`src/rtl/seg_scan_driver.sv`:
```
// Four-digit seven-segment scan driver: refresh prescaler, digit select, frame snapshot, segment decode.
// Optional LEADING_ZERO_BLANK_EN suppresses leading zero digits (digit0 always shown).
module seg_scan_driver #(
  parameter int unsigned REFRESH_DIV = 100000
) (
  input  logic        clk,
  input  logic        reset,
  input  logic [15:0] digits,
  input  logic [3:0]  dp_in,
  input  logic        blank,
  output logic [1:0]  sel,
  output logic [6:0]  seg,
  output logic        dp,
  output logic        scan_tick
);

  localparam int unsigned CNT_W = (REFRESH_DIV > 1) ? $clog2(REFRESH_DIV) : 1;
  localparam logic [CNT_W-1:0] CNT_MAX = CNT_W'(REFRESH_DIV - 1);

  logic [CNT_W-1:0] div_cnt_q, div_cnt_d;
  logic [1:0]       sel_q, sel_d;
  logic [6:0]       seg_q, seg_d;
  logic             dp_q, dp_d;
  logic             scan_tick_q, scan_tick_d;
  logic [15:0]      snapshot_q, snapshot_d;
  logic [3:0]       dp_snap_q, dp_snap_d;
  logic             term_cnt;

  function automatic logic [6:0] decode(input logic [3:0] nib);
    logic [6:0] s;
    case (nib)
      4'h0: s = 7'h40;
      4'h1: s = 7'h79;
      4'h2: s = 7'h24;
      4'h3: s = 7'h30;
      4'h4: s = 7'h19;
      4'h5: s = 7'h12;
      4'h6: s = 7'h02;
      4'h7: s = 7'h78;
      4'h8: s = 7'h00;
      4'h9: s = 7'h10;
      4'hA: s = 7'h08;
      4'hB: s = 7'h03;
      4'hC: s = 7'h46;
      4'hD: s = 7'h21;
      4'hE: s = 7'h06;
      default: s = 7'h0E;
    endcase
    return s;
  endfunction

  // Prescaler, digit select and frame snapshot
  always_comb begin
    term_cnt    = (div_cnt_q == CNT_MAX);
    div_cnt_d   = term_cnt ? '0 : div_cnt_q + CNT_W'(1);
    sel_d       = sel_q;
    scan_tick_d = 1'b0;
    snapshot_d  = snapshot_q;
    dp_snap_d   = dp_snap_q;
    if (term_cnt) begin
      sel_d       = sel_q + 2'd1;
      scan_tick_d = 1'b1;
      if (sel_q == 2'd3) begin
        snapshot_d = digits;
        dp_snap_d  = dp_in;
      end
    end
  end

  // Segment/dp outputs follow the new sel value and the (possibly just captured) snapshot
  always_comb begin
    logic [3:0] nib;
    logic       digit_off;
    nib       = snapshot_d[{sel_d, 2'b00} +: 4];
    digit_off = 1'b0;
`ifdef LEADING_ZERO_BLANK_EN
    case (sel_d)
      2'd3:    digit_off = (snapshot_d[15:12] == 4'h0);
      2'd2:    digit_off = (snapshot_d[15:8] == 8'h00);
      2'd1:    digit_off = (snapshot_d[15:4] == 12'h000);
      default: digit_off = 1'b0;
    endcase
`endif
    seg_d = seg_q;
    dp_d  = dp_q;
    if (blank) begin
      seg_d = 7'h7F;
      dp_d  = 1'b1;
    end else if (term_cnt) begin
      seg_d = digit_off ? 7'h7F : decode(nib);
      dp_d  = ~dp_snap_d[sel_d];
    end
  end

  always_ff @(posedge clk) begin
    if (reset) begin
      div_cnt_q   <= '0;
      sel_q       <= 2'd0;
      seg_q       <= 7'h7F;
      dp_q        <= 1'b1;
      scan_tick_q <= 1'b0;
      snapshot_q  <= 16'h0000;
      dp_snap_q   <= 4'h0;
    end else begin
      div_cnt_q   <= div_cnt_d;
      sel_q       <= sel_d;
      seg_q       <= seg_d;
      dp_q        <= dp_d;
      scan_tick_q <= scan_tick_d;
      snapshot_q  <= snapshot_d;
      dp_snap_q   <= dp_snap_d;
    end
  end

  assign sel       = sel_q;
  assign seg       = seg_q;
  assign dp        = dp_q;
  assign scan_tick = scan_tick_q;

endmodule

```
`config.mk`:
```
export PLATFORM = sky130hd
export DESIGN_NAME = seg_scan_driver
export DESIGN_NICKNAME = d
export VERILOG_FILES = /design/src/rtl/seg_scan_driver.sv
export SDC_FILE = /design/constraint.sdc
export NUM_CORES = 1
export LEC_CHECK = 0
export CAP_MARGIN = 15
export CELL_PAD_IN_SITES_DETAIL_PLACEMENT = 1
export CELL_PAD_IN_SITES_GLOBAL_PLACEMENT = 1
export CORE_MARGIN = 1.5
export CORE_UTILIZATION = 37
export CTS_CLUSTER_SIZE = 24
export DETAILED_ROUTE_END_ITERATION = 6
export GPL_ROUTABILITY_DRIVEN = 0
export GPL_TIMING_DRIVEN = 1
export PLACE_DENSITY_LB_ADDON = 0.1
export SYNTH_ARGS = -nofsm -noshare
export SYNTH_HDL_FRONTEND = slang
export SYNTH_SLANG_ARGS = --single-unit
```
`constraint.sdc`:
```
create_clock -name clk -period 3.3 [get_ports clk]
set_clock_uncertainty 0.15 [all_clocks]
set_input_delay 0.99 -clock clk [delete_from_list [all_inputs] [get_ports clk]]
set_output_delay 0.99 -clock clk [all_outputs]
set_load 0.03 [all_outputs]
```
### Word-level counts from Yosys, hierarchy flattened

Memories as Yosys holds them, arrays and structs flattened. A register that Yosys moved wholly into a read port is not among the register bits.
Cells that the tools add are included.

| word-level totals | value |
|---|---|
| bits in registers | 41 |
| latch bits | 0 |
| bits in writable memories | 0 |
| memory bits (read-only) | 112 |
| bits of input ports | 23 |
| memories kept | 1 |

| operators by class | value |
|---|---|
| add/sub/neg operators | 2 |
| multiply operators | 0 |
| divide/modulo/power cells | 0 |
| order comparisons | 1 |
| eq/ne operators | 2 |
| shift operators | 1 |
| mux-type cells | 8 |
| bitwise operators | 1 |
| reduce and logical (&&, ||, !) cells | 2 |

Memory list:

| name | words | width | read ports | clocked after memory_dff | wr ports | line | text |
|---|---|---|---|---|---|---|---|
| (name not given) | 16 | 7 | 1 | 1 | 0 | 31 | `case (nib)` |

Operators by type and width:

| operator | number |
|---|---|
| $mux W16 | 2 |
| $add A17 B1 Y17 const B | 1 |
| $eq A17 B17 Y1 const B | 1 |
| $shiftx A16 B5 Y4 | 1 |
| $mux W4 | 2 |
| $reduce_or A2 Y1 | 2 |
| $lt A2 B3 Y1 const B | 1 |
| $add A2 B1 Y2 const B | 1 |
| $bmux W1 S2 | 1 |
| $eq A2 B2 Y1 const B | 1 |
| $mux W1 | 2 |
| $mux W2 | 1 |
| $not A1 Y1 | 1 |

### Logic depth before layout (Yosys ltp)

Gate-level depths: netlist (run 1).

| depth | value |
|---|---|
| word-level depth | 6 |
| mapped depth | 16 |
| gate-level depth less buffers | 14 |

### Worst setup path after synthesis (run 1)

No wires, ideal clock.

| path | value |
|---|---|
| path type | register to register |
| start point | reg sel_q[1], in the netlist sel[1] |
| end point | reg seg_q[1], in the netlist seg[1] |
| arrival | 3.107 ns |
| required time | 3.020 ns |
| path slack | -0.087 ns |
| cell stages (with the launch flop) | 14 |
| period minus slack after synthesis | 3.387 ns |
| cells stage by stage | dfxtp_1 ha_1 clkbuf_1 inv_1 nor2_1 buf_2 mux2i_1 mux2i_1 mux2_2 inv_1 ha_1 and3_1 a221oi_1 o31ai_1 |

| between the ends | value |
|---|---|
| word-level cells in the longest chain between the ends | 4 |

Ends and longest elaborated chain:

| element | line | text |
|---|---|---|
| start: declaration | 21 | `logic [1:0] sel_q, sel_d;` |
| start signal: assignment | 106 | `sel_q <= sel_d;` |
| $eq A2 B2 Y1 | 63 | `if (sel_q == 2'd3) begin` |
| $mux W16 | 63 |  |
| $mux W16 | 60 | `if (term_cnt) begin` |
| $shiftx A16 B5 Y4 (*) | 74 | `nib = snapshot_d[{sel_d, 2'b00} +: 4];` |
| end: declaration | 22 | `logic [6:0] seg_q, seg_d;` |

Mark *: on every way between the ends. The rest lies on a longest branch, timed or not.
A chain may end at the register's enable or synchronous reset.

### Worst setup path in the final report (run 1)

| path | value |
|---|---|
| start point | in digits[15] |
| end point | reg seg_q[4], in the netlist seg[4] |

| between the ends | value |
|---|---|
| word-level cells in the longest chain between the ends | 3 |

Ends and longest elaborated chain:

| element | line | text |
|---|---|---|
| start: declaration | 8 | `input logic [15:0] digits,` |
| $mux W16 | 63 |  |
| $mux W16 | 60 |  |
| $shiftx A16 B5 Y4 | 74 |  |

Every way passes these cells.

==> results.json, run 1 <==
{
  "status": "finished clean",
  "fin_crit_ps": 3128,
  "wire_per_inst_um": 15.19,
  "period_share_pct": 94.77,
  "regArea_um2": 964.7,
  "ys_warn_count": 0,
  "ir_drop_uv": 239.1,
  "startpoint_type": "input port",
  "layout_common_cells": "nand2_1 (51), dfxtp_1 (45), clkdlybuf4s50_1 (33), nor2_1 (32), buf_4 (28)",
  "setup_ws_ps": 172.5,
  "core_mm2": 0.006719,
  "critPathSlowestCell": "mux4_2",
  "use_met3_pct": 3.561,
  "pwr-share-seq_pct": 57.5,
  "drc": 0,
  "dieArea_mm2": 0.007385,
  "crit_type": "input port to flop",
  "cts_root_buffer": "clkbuf_8",
  "slew_headroom_pct": 59.31,
  "syn-cell-area_mm2": 0.002545,
  "max_stage_delay_ps": 550,
  "nets": 370,
  "switchingPower_mw": 0.2364,
  "crit_path_frequent_cell": "mux4_2",
  "met1_usage_pct": 23.05,
  "layout.cells.non_filler": 420,
  "tightest_slew_ps": 608.8,
  "pwr-share-comb_pct": 5.0,
  "grt_use_total_pct": 18.39,
  "clock-sinks": 48,
  "fillCellCount": 802,
  "die_w_um": 85.94,
  "clk_latency_ps": 310,
  "antenna_found_initial": 0,
  "via_per_inst": 5.214,
  "initial_core_util_pct": 37.88,
  "chipHeight_um": 85.94,
  "clock.fmax_mhz": 319.7,
  "synth.yosys.seq_area_share_pct": 37.76,
  "hold_viol": 0,
  "hold_start": "div_cnt_q[0]",
  "rows": 30,
  "drive_gt1_share_pct": 20.00,
  "busiest_layer": "met2",
  "dpl.hpwl_mm": 4.668,
  "path_clk_slew_ps": 90,
  "synth_area_per_cell_um2": 8.898,
  "cap_violations": 0,
  "vias": 2190,
  "numPortBuffers": 33,
  "overflow": 0,
  "rsz0062_at_grt": "no",
  "p_int_mw": 0.7822,
  "path_cells": "clkdlybuf4s50_1, mux4_2, mux4_2, or3_1, o22ai_1, a21oi_1, a31oi_1",
  "hold_buffers": 0,
  "timing.rr.start": "div_cnt_q[0]",
  "crit_arrival_ps": 3220,
  "p_clk_share_pct": 37.6,
  "drt-total-wl_mm": 6.380,
  "final_common_cell": "nand2_1",
  "grt_pass1_wl_mm": 10.77,
  "drt_pass1_iterations": 4,
  "power_density_mw_per_mm2": 312.0,
  "multi_input_area_mm2": 0.001531,
  "antenna-diode-count": 0,
  "met2_usage_pct": 31.64,
  "finalMaxSlewViolations": 0,
  "areaGrowthSynthToFinish_pct": 28.27,
  "p_sw_share_pct": 23.21,
  "cp_top_family": "multiplexers",
  "power.leakage_nw": 1.239,
  "cp_data_required_time_ps": 3390,
  "syn_nets": 317,
  "ant_nets": 0,
  "cts_made_buffers": 5,
  "path_buf_inv": 1,
  "synthCells": 286,
  "drt_iter0_drc": 55,
  "setup_viol": 0,
  "end_kind": "flop",
  "critPathMaxFanout": 5,
  "synth_cell_types": 49,
  "grt_start_max_net_pins": 26,
  "dp.cells": 408,
  "grt_pass1_vias": 2259,
  "ios": 34,
  "crit_start": "digits[15]",
  "hp-class": "flop to flop",
  "ys_ff_latch": 48,
  "cts_max_path_buffers": 2,
  "cts_tree": "done",
  "dpl_worst_slack_ps": -153.8,
  "ctsHtreeMaxLevel": 2
}
[layer usage]
metal	wire, um	part of all wire (%)
met5	0	0
met4	98	1.5
met3	135	2.1
met2	3112	49
met1	3034	48
[synthesized netlist by cell type (all sizes together)]
master   instances  area [um2]
and3             2       12.51
nand2b           1       6.260
o31ai            1       7.510
nand4            4       40.04
nor3b            1       7.510
mux4             6       135.1
and2b            1       7.510
o211ai           2       15.01
mux2i           18       180.2
a32oi            1       16.27
nor4b            1       23.77
inv              8       30.03
xnor2            3       26.28
and4             2       20.02
xor2            12       123.9
clkbuf           9       33.78
nor2b            3       18.77
o22ai            2       12.51
o21ai            6       33.78
o31a             1       8.760
nand3            9       45.04
buf              6       46.28
a22o             1       8.760
a31oi            1       6.260
mux2             5       56.30
nand2           51       191.4
or2              2       12.51
a211oi           2       15.01
ha               8       100.1
dfxtp           48       960.9
and4bb           2       25.02
nor4             3       18.77
a21oi           22       110.1
and4b            1       10.01
nor2            33       126.4
a2111oi          1       10.01
or3              3       18.77
a221oi           1       8.760
nor3             3       15.01
[final timing paths]
path	slack, ps	cells after the start	endpoint
worst min register to register	290	1	div_cnt_q[0]
worst min-delay path	290	1	div_cnt_q[0]
worst max register to register	230	14	seg[3]
worst max-delay path	170	7	seg[4]
[power groups by stage]
stage	Combinational, mW	Clock (mW)	Sequential [mW]
2_1_floorplan	0.0159	0	0.598
3_3_place_gp	0.0500	0	0.598
3_5_place_dp	0.0506	0	0.598
4_1_cts	0.0509	0.398	0.585
5_1_grt	0.0552	0.422	0.586
6_report	0.0505	0.383	0.585
[sequential cells by signal, summed over array words and instances, names as in the netlist]
signal      flops
sel             2
scan_tick       1
dp_snap_q       4
dp              1
seg             7
div_cnt_q      17
snapshot_q     16
[final cells by class]
cell class	instances	share of cell area, %
timing repair buffer	61	16.56
inverter	8	0.9199
multi-input combinational	215	46.91
sequential	48	29.55
clock inverter	2	0.4599
clock buffer	6	2.530
tap	80	3.066
[logic make-up (layout without fill, tap and decap cells)]
logic type      after synthesis  in the layout  share of synthesized area (%)
buf+inv                      23             77                          4.326
compound gates               41             41                          9.931
simple gates                122            122                          23.55
mux                          29             29                          14.60
xor+xnor                     15             15                          5.900
fa+ha+maj                     8              8                          3.933
flops                        48             48                          37.76
[stage by stage]
stage | power [mW] | util, % | setup TNS, ps | area, um2 | hold slack, ps
finish | 1.019 | 48.58 | 0 | 3264 | 291.4
global route | 1.064 | 48.58 | 0 | 3264 | 304.2
CTS | 1.033 | 47.24 | 0 | 3174 | 311.5
detailed placement | 0.6489 | 45.79 | -419.9 | 3077 | 297.9
global placement | 0.6483 | 45.79 | -233.8 | 3077 | 289.7
floorplan | 0.6137 | - | 0 | 2546 | 279.7
[repair_timing]
item | 4_1_cts | 5_1_grt
gates resized for setup | 0 | 13
setup buffers | 0 | 4
endpoints found under the hold margin | 0 | 0
endpoints found under the setup margin | 0 | 5
(Power assumes the default switching activity.)
==> run 2, diff against run 1 <==
- CORE_UTILIZATION: 37 -> 45
- MAX_ROUTING_LAYER: not set -> met4
- clock period: 3.3 -> 3.6 ns (I/O delays scaled with it)
==> run 2 against run 1 <==
Final area is 4.6% lower. Wire length is 2.9% lower. Flip-flop and latch count stayed put. Register-to-register slack hardly changed. Sequential power is 8.4% lower. Utilization is 8.3 points higher. Largest cell class unchanged. Clock-buffer cell count is 1 lower.
==> results.json, run 2 (same netlist as run 1, synthesis figures left out) <==
{
  "finalMaxSlewViolations": 0,
  "crit_type": "flop to flop",
  "ios": 34,
  "p_clk_share_pct": 41.2,
  "antenna-diode-count": 0,
  "cts_made_buffers": 5,
  "max_stage_delay_ps": 380,
  "status": "finished clean",
  "layout.cells.non_filler": 396,
  "critPathMaxFanout": 7,
  "cts_max_path_buffers": 2,
  "ant_nets": 0,
  "top_register": "div_cnt_q",
  "setup_tns_ps": 0,
  "clk_latency_ps": 300,
  "clock.fmax_mhz": 297.0,
  "critPathSlowestCell": "dfxtp_1",
  "p_int_mw": 0.7700,
  "drc": 0,
  "cts_root_buffer": "clkbuf_8",
  "crit_path_frequent_cell": "ha_1",
  "hold_viol": 0,
  "areaGrowthSynthToFinish_pct": 22.42,
  "ir_drop_uv": 211.8,
  "path_clk_slew_ps": 100,
  "path_cells": "ha_1, and4_4, nand4_4, mux2i_2, mux2_2, o21ai_2, inv_1, ha_1, and3_1, a221oi_1, o31ai_1",
  "switchingPower_mw": 0.2198,
  "cts_tree": "done",
  "drt_iter0_drc": 65,
  "startpoint_type": "flop",
  "overflow": 0,
  "grt_pass1_wl_mm": 10.32,
  "dpl.hpwl_mm": 4.466,
  "grt_use_total_pct": 22.13,
  "grt_pass1_vias": 2178,
  "drt-total-wl_mm": 6.196,
  "antenna_found_initial": 0,
  "drive_gt1_share_pct": 13.58,
  "fin_crit_ps": 3368,
  "layout_common_cells": "nand2_1 (51), dfxtp_1 (48), clkdlybuf4s50_1 (33), nor2_1 (31), a21oi_1 (22)",
  "power_density_mw_per_mm2": 317.7,
  "via_per_inst": 5.356,
  "core_mm2": 0.005473,
  "rows": 27,
  "chipHeight_um": 78.20,
  "numPortBuffers": 33,
  "end_kind": "flop",
  "p_sw_share_pct": 22.21,
  "dp.cells": 386,
  "clock-sinks": 48,
  "ctsHtreeMaxLevel": 2,
  "hp-class": "flop to flop",
  "cp_top_family": "multiplexers",
  "crit_arrival_ps": 3410,
  "slew_headroom_pct": 62.31,
  "initial_core_util_pct": 46.50,
  "vias": 2121,
  "path_buf_inv": 1,
  "dieArea_mm2": 0.006115,
  "setup_viol": 0,
  "rsz0062_at_grt": "no",
  "pwr-share-comb_pct": 4.6,
  "grt_start_max_net_pins": 26,
  "nets": 354,
  "period_share_pct": 93.54,
  "hold_buffers": 0,
  "wire_per_inst_um": 15.65,
  "largest_register_ffs": 17,
  "tightest_slew_ps": 564.0,
  "drt_pass1_iterations": 4,
  "power.leakage_nw": 1.166,
  "final_common_cell": "nand2_1",
  "cap_violations": 0,
  "cp_data_required_time_ps": 3640,
  "pwr-share-seq_pct": 54.2,
  "die_w_um": 78.20
}
run 2: tightest hold or removal path: cells and delay by family, from the launching register on:
| kind | cells | cell delay, ps |
|---|---|---|
| compound gates | 1 | 50 |
| flops | 1 | 320 |
| simple gates | 1 | 50 |
run 2: worst paths after layout:
path                       from       endpoint  slack [ps]  cells past startpoint
setup / recovery   div_cnt_q[0]         seg[1]         230                     11
hold / removal    snapshot_q[0]  snapshot_q[0]         310                      2
setup reg to reg   div_cnt_q[0]         seg[1]         230                     11
hold reg to reg   snapshot_q[0]  snapshot_q[0]         310                      2
run 2: layout make-up:
class / instances / area, um2
Clock buffer: 5 / 68.82
Clock inverter: 3 / 46.29
Fill cell: 672 / 2357
Inverter: 8 / 30.03
Multi-Input combinational cell: 215 / 1486
Sequential cell: 48 / 960.9
Tap cell: 72 / 90.09
Timing Repair Buffer: 45 / 432.9
run 2: timing repair:
action,CTS,global route
setup buffers,0,2
endpoints found under the hold margin,0,0
resized for setup,0,3
setup endpoints to repair,0,4
run 2: routing by layer:
| metal | part of all wire (%) | track usage (%) | vias up |
|---|---|---|---|
| li1 | - | - | 1061 |
| met2 | 50 | 38.43 | 27 |
| met5 | 0 | - | - |
| met4 | 1.3 | 6.786 | 0 |
| met3 | 2.0 | 3.372 | 7 |
| met1 | 46 | 26.48 | 1026 |
run 2: power by group through the flow:
stage | combinational [mW] | clock, mW | sequential [mW]
global route | 0.0494 | 0.431 | 0.537
CTS | 0.0460 | 0.416 | 0.536
finish | 0.0456 | 0.408 | 0.536
global placement | 0.0460 | 0 | 0.548
detailed placement | 0.0456 | 0 | 0.549
floorplan | 0.0146 | 0 | 0.548
run 2: stage by stage:
step / hold slack, ps / worst slack (ps) / power [mW] / area [um2] / util (%)
3_3_place_gp: 289.8 / 83.97 / 0.5944 / 2973 / 54.32
3_5_place_dp: 302.5 / 36.35 / 0.5942 / 2973 / 54.32
5_1_grt: 339.6 / 11.23 / 1.017 / 3115 / 56.93
4_1_cts: 317.7 / 176.3 / 0.9981 / 3088 / 56.42
6_report: 313.3 / 232.4 / 0.9899 / 3115 / 56.93
2_1_floorplan: 279.7 / 212.8 / 0.5625 / 2545 / -
==> run 3, diff against run 2 <==
- GPL_ROUTABILITY_DRIVEN: 0 -> not set
- PLACE_DENSITY: not set -> 0.85
- PLACE_DENSITY_LB_ADDON: 0.1 -> not set
==> run 3 against run 2 <==
Utilization decreased by 0.73 points. Critical path depth is 2 higher. Register-to-register slack improved by 20 ps. Sequential share of layout area is 0.40 points higher. Worst setup slack better by 16 ps. Combinational power rose by 3%. Clock power is 15% lower. Via count grew 0.94%. Sequential power is essentially flat. Final cell count is 0.25% lower. Total power fell by 6.3%. Critical path type unchanged. Highest routed layer unchanged.
==> results.json, run 3 (same netlist as run 1, synthesis figures left out) <==
{
  "rows": 27,
  "rsz0062_at_grt": "no",
  "worst_hold_slack_ps": 317.7,
  "wire_per_inst_um": 15.79,
  "ctsHtreeMaxLevel": 2,
  "ir_drop_uv": 141.6,
  "crit_type": "flop to flop",
  "pwr-share-comb_pct": 5.0,
  "overflow": 0,
  "crit_arrival_ps": 3400,
  "vias": 2141,
  "antenna-diode-count": 0,
  "max_stage_delay_ps": 380,
  "core_mm2": 0.005473,
  "power_density_mw_per_mm2": 301.6,
  "setup_viol": 0,
  "p_int_mw": 0.7168,
  "ios": 34,
  "critPathSlowestCell": "dfxtp_1",
  "slew_headroom_pct": 61.91,
  "via_per_inst": 5.420,
  "largest_register_ffs": 17,
  "cap_violations": 0,
  "drc": 0,
  "cts_made_buffers": 5,
  "timing.rr.start": "div_cnt_q[0]",
  "drt-total-wl_mm": 6.239,
  "setup_tns_ps": 0,
  "status": "finished clean",
  "clock.fmax_mhz": 298.3,
  "grt_pass1_wl_mm": 10.72,
  "critPathMaxFanout": 8,
  "layout_common_cells": "nand2_1 (51), dfxtp_1 (48), clkdlybuf4s50_1 (33), nor2_1 (32), a21oi_1 (22)",
  "clock-sinks": 48,
  "switchingPower_mw": 0.2106,
  "path_cells": "ha_1, and4_4, nand4_1, nor2_1, buf_4, mux2i_1, mux2i_1, mux2_2, inv_1, ha_1, and3_1, a221oi_1, o31ai_1",
  "fillCellCount": 671,
  "grt_pass1_vias": 2216,
  "path_buf_inv": 2,
  "cp_data_required_time_ps": 3640,
  "cp_top_family": "simple AND/OR/NAND/NOR gates",
  "hold_start": "snapshot_q[4]",
  "dpl.hpwl_mm": 4.460,
  "pwr-share-seq_pct": 57.8,
  "cts_tree": "done",
  "grt_use_total_pct": 22.93,
  "fin_crit_ps": 3352,
  "final_common_cell": "nand2_1",
  "areaGrowthSynthToFinish_pct": 20.85,
  "die_w_um": 78.20,
  "cts_root_buffer": "clkbuf_8",
  "drive_gt1_share_pct": 12.38,
  "dieArea_mm2": 0.006115,
  "hold_buffers": 0,
  "power.leakage_nw": 1.157,
  "p_clk_share_pct": 37.2,
  "drt_pass1_iterations": 4,
  "tightest_slew_ps": 570.0,
  "initial_core_util_pct": 46.50,
  "antenna_found_initial": 0,
  "ant_nets": 0,
  "path_clk_slew_ps": 90,
  "drt_iter0_drc": 67,
  "grt_start_max_net_pins": 19,
  "nets": 353,
  "top_register": "div_cnt_q",
  "finalMaxSlewViolations": 0,
  "clk_latency_ps": 310,
  "cts_max_path_buffers": 2,
  "multi_input_area_mm2": 0.001488,
  "place_congestion": 0.9534,
  "p_sw_share_pct": 22.71,
  "crit_start": "div_cnt_q[0]",
  "startpoint_type": "flop",
  "regArea_um2": 960.9,
  "hold_viol": 0,
  "hp-class": "flop to flop",
  "chipHeight_um": 78.20,
  "period_share_pct": 93.11,
  "end_kind": "flop",
  "numPortBuffers": 33
}
-- run 3: path summary, 6_finish.rpt --
path,depth (start not counted),slack (ps),endpoint
setup / recovery,13,250,seg[1]
hold / removal,2,320,snapshot_q[4]
setup reg to reg,13,250,seg[1]
hold reg to reg,2,320,snapshot_q[4]
-- run 3: stage by stage --
| step | cells | setup WS, ps | utilization (%) | power, mW | cell area [um2] |
|---|---|---|---|---|---|
| after floorplan | 286 | 212.8 | - | 0.5625 | 2545 |
| after detailed placement | 387 | 84.84 | 54.23 | 0.5952 | 2968 |
| after global routing | 395 | 11.89 | 56.20 | 0.9561 | 3075 |
| after global placement | 387 | 129.9 | 54.23 | 0.5937 | 2968 |
| final | 395 | 248.1 | 56.20 | 0.9275 | 3075 |
| after CTS | 395 | 94.37 | 55.94 | 0.9301 | 3062 |
-- run 3: power by group through the flow --
stage	sequential, mW	combinational, mW	clock (mW)
6_report	0.536	0.0468	0.345
5_1_grt	0.537	0.0517	0.367
4_1_cts	0.536	0.0472	0.347
3_5_place_dp	0.549	0.0465	0
3_3_place_gp	0.548	0.0453	0
2_1_floorplan	0.548	0.0146	0
-- run 3: worst min-delay path: cells and delay by family, from the launching register on --
family,cells,cell delay [ps]
compound gates,1,50
flops,1,320
simple gates,1,60
-- run 3: what timing repair did --
action,in CTS,in global routing
setup endpoints to repair,0,3
resized for setup,0,2
buffers inserted,0,0
-- run 3: layout make-up --
| class | count | area share (%) |
|---|---|---|
| clock buffer | 7 | 2.807 |
| inverter | 8 | 0.9764 |
| multi-input combinational | 215 | 48.37 |
| sequential | 48 | 31.24 |
| clock inverter | 1 | 0.2441 |
| timing repair buffer | 44 | 13.43 |
| tap | 72 | 2.929 |
-- run 3: per-layer routing --
layer / share of wire (%) / global-route usage, %
met1: 45 / 27.88
met2: 51 / 39.13
met3: 2.4 / 3.605
met4: 1.7 / 7.143
met5: 0 / -
